$ cat src/rtl/apb_arb2_pkg.sv
// apb_arb2 shared types: FSM encoding and default APB widths.
package apb_arb2_pkg;

  localparam int ADDR_APB    = 32;
  localparam int DATA_APB_32 = 32;

  typedef enum logic [1:0] {
    IDLE   = 2'd0,
    SETUP  = 2'd1,
    ACCESS = 2'd2
  } state_e;

endpackage

$ cat src/rtl/apb_arb2_rr_pick2.sv
// Two-way round-robin pick: with both requesting,
// the master that did not win last time goes.
module rr_pick2 (
  input  logic [1:0] req_i,
  input  logic       last_i,
  output logic       win_o
);
  always_comb begin
    win_o = 1'b0;
    unique case (req_i)
      2'b11:   win_o = ~last_i;
      2'b10:   win_o = 1'b1;
      default: win_o = 1'b0;
    endcase
  end
endmodule

$ cat src/rtl/apb_arb2.sv
// Two-master APB arbiter in front of one
// zero-wait-state APB slave.
module apb_arb2
  import apb_arb2_pkg::*;
#(
  parameter int ADDR_W = ADDR_APB,
  parameter int DATA_W = DATA_APB_32
) (
  input  logic              apb_pclk,
  input  logic              apb_prstn,
  input  logic              m0_psel,
  input  logic              m0_penable,
  input  logic [ADDR_W-1:0] m0_paddr,
  input  logic              m0_pwrite,
  input  logic [DATA_W-1:0] m0_pwdata,
  output logic [DATA_W-1:0] m0_prdata,
  output logic              m0_ack,
  input  logic              m1_psel,
  input  logic              m1_penable,
  input  logic [ADDR_W-1:0] m1_paddr,
  input  logic              m1_pwrite,
  input  logic [DATA_W-1:0] m1_pwdata,
  output logic [DATA_W-1:0] m1_prdata,
  output logic              m1_ack,
  output logic              s_psel,
  output logic              s_penable,
  output logic [ADDR_W-1:0] s_paddr,
  output logic              s_pwrite,
  output logic [DATA_W-1:0] s_pwdata,
  input  logic [DATA_W-1:0] s_prdata,
  output logic              gnt
);

  state_e            state_q, state_d;
  logic              last_q, gnt_q;
  logic [ADDR_W-1:0] paddr_q;
  logic              pwrite_q;
  logic [DATA_W-1:0] pwdata_q;
  logic [1:0]        req;
  logic              win;
  logic              load;
  logic              in_acc;
  logic              unused_penable;

  assign unused_penable = m0_penable ^ m1_penable;

  // the granted master's request is still up
  // during its own ACCESS cycle; hide it
  assign in_acc = (state_q == ACCESS);
  assign req = {m1_psel & ~(in_acc & gnt_q),
                m0_psel & ~(in_acc & ~gnt_q)};

  rr_pick2 u_pick (
    .req_i  (req),
    .last_i (last_q),
    .win_o  (win)
  );

  always_ff @(posedge apb_pclk) begin
    if (!apb_prstn) state_q <= IDLE;
    else            state_q <= state_d;
  end

  always_comb begin
    state_d = state_q;
    unique case (state_q)
      IDLE:    if (|req) state_d = SETUP;
      SETUP:   state_d = ACCESS;
      ACCESS:  state_d = (|req) ? SETUP : IDLE;
      default: state_d = IDLE;
    endcase
  end

  assign load = (state_d == SETUP) &&
                (state_q != SETUP);

  always_ff @(posedge apb_pclk) begin
    if (!apb_prstn) begin
      last_q   <= 1'b1;
      gnt_q    <= 1'b0;
      paddr_q  <= '0;
      pwrite_q <= 1'b0;
      pwdata_q <= '0;
    end else if (load) begin
      last_q   <= win;
      gnt_q    <= win;
      paddr_q  <= win ? m1_paddr  : m0_paddr;
      pwrite_q <= win ? m1_pwrite : m0_pwrite;
      pwdata_q <= win ? m1_pwdata : m0_pwdata;
    end
  end

  always_comb begin
    s_psel    = (state_q != IDLE);
    s_penable = in_acc;
    s_paddr   = paddr_q;
    s_pwrite  = pwrite_q;
    s_pwdata  = pwdata_q;
    gnt       = gnt_q;
    m0_ack    = in_acc & ~gnt_q;
    m1_ack    = in_acc & gnt_q;
    m0_prdata = m0_ack ? s_prdata : '0;
    m1_prdata = m1_ack ? s_prdata : '0;
  end

endmodule

$ cat config.mk
export PLATFORM = sky130hd
export DESIGN_NAME = apb_arb2
export DESIGN_NICKNAME = d
export VERILOG_FILES = /design/src/rtl/apb_arb2_pkg.sv /design/src/rtl/apb_arb2_rr_pick2.sv /design/src/rtl/apb_arb2.sv
export SDC_FILE = /design/constraint.sdc
export NUM_CORES = 1
export LEC_CHECK = 0
export ABC_AREA = 1
export BUFFER_PORTS_ARGS = -buffer_cell sky130_fd_sc_hd__buf_2
export CELL_PAD_IN_SITES_DETAIL_PLACEMENT = 1
export CELL_PAD_IN_SITES_GLOBAL_PLACEMENT = 1
export CORE_AREA = 3 3 178 110
export CTS_BUF_LIST = sky130_fd_sc_hd__clkbuf_4 sky130_fd_sc_hd__clkbuf_8
export DETAILED_ROUTE_END_ITERATION = 8
export DIE_AREA = 0 0 181 113
export PLACE_DENSITY = 0.78
export SETUP_SLACK_MARGIN = 0.1
export SLEW_MARGIN = 15
export SYNTH_ARGS = -nofsm -noshare
export SYNTH_HDL_FRONTEND = slang
export SYNTH_SLANG_ARGS = --single-unit
$ cat constraint.sdc
create_clock -name apb_pclk -period 1.2 [get_ports apb_pclk]
set_input_delay 0.12 -clock apb_pclk [delete_from_list [all_inputs] [get_ports apb_pclk]]
set_output_delay 0.12 -clock apb_pclk [all_outputs]
set_load 0.01 [all_outputs]
==> impl_results.md <==
- DRT antenna net count: 0
- Synth-to-Final Area Change: 78.1%
- Core area: 18000 sq um
- CP Class: reg2out
- Worst path required time: 1080 ps
- Sequential element share of the synthesized area: 30.8%
- CP peak stage delay: 340 ps
- Syn Std Cell Area: 4490 sq um
- Share of cells above drive strength 1: 45.9%
- CTS buffer count: 9
- Largest net degree at the start of global routing: 53
- Global route overflow: 0
- Clock tree buffer depth: 2
- Max Freq: 647 MHz
- VDD IR max: 559 uV
- Sum of buffers and inverters on the critical path: 4
- Antenna violations before repair: 0
- Cell Rows: 38
- Post-route clock period utilization: 129%
- First-pass GRT wire length: 31.9 mm
- Worst Max-Slew Pin Slew: 240 ps
- Dpl hpwl: 13.3 mm
- Run status: complete, but fails checks
- Most frequent cells in the layout: 285 x buf_2, 173 x nand2_1, 138 x nor2_1
- Reg-to-reg setup timing slack: -350 ps
- Synth unique cells: 20
- Routed len/inst: 17.3 um
- Via Count: 5909
- Skew final: 13.5 ps
- I/O pin count: 302
- Fin. Hold Viols: 0
- Setup ws final: -346 ps
- Total track usage: 19.5%
- Htree depth: 3
- Vias in the first global route: 5855
- Detailed Route WL: 23.0 mm
- Most common cell after layout, fill and taps aside: buf_2
- DRC Markers: 0
- Post-Syn Area per Cell: 5.88 sq um
- CP max-delay cell: dfxtp_2
- Die width: 181 um
- Critical path, cell by cell: inv_4 -> nand3_4 -> buf_6 -> clkbuf_16 -> nor2_2 -> buf_2
- Ant diodes: 0
- Die height: 113 um
- Root Driver: clkbuf_8
- Syn Nets: 932
- Final setup vio count: 135
- Clock sink count: 69
- Yosys reg bits: 69
- Critical Path AT: 1430 ps
- Synth Warn #: 0
- Failing checks: setup timing
- Initial Util: 24.9%
- Routability cong.: 0.763
- Minimum clock period: 1550 ps
- CP endpoint kind: output pin
- # hold bufs at CTS: 0
- Pwr Density: 1010 nW/um^2
- CTS tree: built
- RSZ-0062 raised after global routing: yes
- Max-cap violations: 0
- Max FO, Critical Path: 7
- Gate count after technology mapping: 764
- Initial DRC Count: 179
- Hold Path Class: in2reg
- Slew Limit Fails: 0
- CTS clock-pin slew for the worst setup and hold paths: 80 ps
- Clk_lat worst skew: 340 ps
- Total power: 8.10 mW
- Port Buf Inserts: 299
- Vias per cell: 4.44
- Setup tns final: -35940 ps
- Die ar.: 20500 sq um
- LEAKAGE: 4.42 nW
- TritonRoute pass-1 iters: 4
- NumNets Final: 1254
- CP Launch Type: flop
- Max_slew headroom: 84.0%
- Cell family with most CP delay: buffers and inverters
state kept, by name, indices dropped and copies added, names as in the netlist:
| signal | cells |
|---|---|
| gnt | 1 |
| last_q | 1 |
| s_paddr | 32 |
| s_pwdata | 32 |
| s_pwrite | 1 |
| state_q | 2 |
cell type report:
| class | count | area [sq um] |
|---|---|---|
| Clock buffer | 10 | 138 |
| Tap cell | 240 | 300 |
| Multi-Input combinational cell | 536 | 2820 |
| Inverter | 104 | 410 |
| Sequential cell | 69 | 1390 |
| Timing Repair Buffer | 366 | 2880 |
| Fill cell | 2346 | 10000 |
| Clock inverter | 6 | 62.6 |
layer usage:
layer	global-route usage (%)	vias up	part of all wire, %
met5	0	-	0
met4	3.70	0	0.77
met3	5.20	14	7.8
met2	31.2	216	46
met1	26.8	2733	46
li1	-	2946	-
report_power, final:
part	internal [mW]	leakage [nW]	switching [mW]
combinational	1.62	3.74	1.80
sequential	2.54	0.575	0.140
clock	1.02	0.106	0.989
what timing repair did:
action                     CTS  global route
resized for setup           41           180
setup endpoints to repair  136           137
pin swaps                    6            32
setup buffers               11            10
hold endpoints to repair     0             0
cloned                      13            14
metrics by stage:
step	cells	setup WS [ps]	util (%)	instance area [sq um]	hold slack (ps)
floorplan	764	-76.1	-	4540	349
global placement	1268	-216	34.8	6260	456
detailed placement	1268	-266	34.8	6260	467
CTS	1308	-301	39.3	7090	70.1
global route	1331	-446	44.4	8000	115
finish	1331	-346	44.4	8000	107
cells in the mapped netlist:
library cell,count,area [sq um]
clkbuf_1,20,75.1
nor3_1,1,5.00
nand3_4,2,35.0
nor2_1,196,736
inv_1,102,383
nand2_1,200,751
nand2_2,1,6.26
a21oi_1,1,5.00
buf_1,2,7.51
inv_2,2,7.51
a21boi_0,49,368
nand2_4,1,11.3
a21boi_1,16,120
buf_2,13,65.1
a21oi_2,1,8.76
dfxtp_1,69,1380
buf_4,12,90.1
nand3_1,67,335
nand3_2,1,10.0
buf_6,8,90.1
cell families (layout without fill, tap and decap cells):
logic type,Yosys count,after routing,synth area share [%]
buffers and inverters,159,486,16.0
and+or+nand+nor,469,469,42.1
DFF,69,69,30.8
AOI/OAI and AO/OA,67,67,11.2
path summary, 6_finish.rpt:
path	start	to	depth (start not counted)
worst min register to register	s_pwdata[12]	s_pwdata[12]	4
worst max register to register	state_q[0]	s_pwdata[29]	9
worst min-delay path	m1_paddr[31]	s_paddr[31]	5
worst max-delay path	state_q[0]	m0_prdata[1]	6
worst reg2reg max path: cells and delay by family (launching register included):
family | cells | cell delay, ps
AO/OA/AOI/OAI | 1 | 70
buffers and inverters | 4 | 610
flip-flops | 1 | 340
AND/OR/NAND/NOR | 4 | 410
Note: power is estimated with default switching activity, not from simulation.
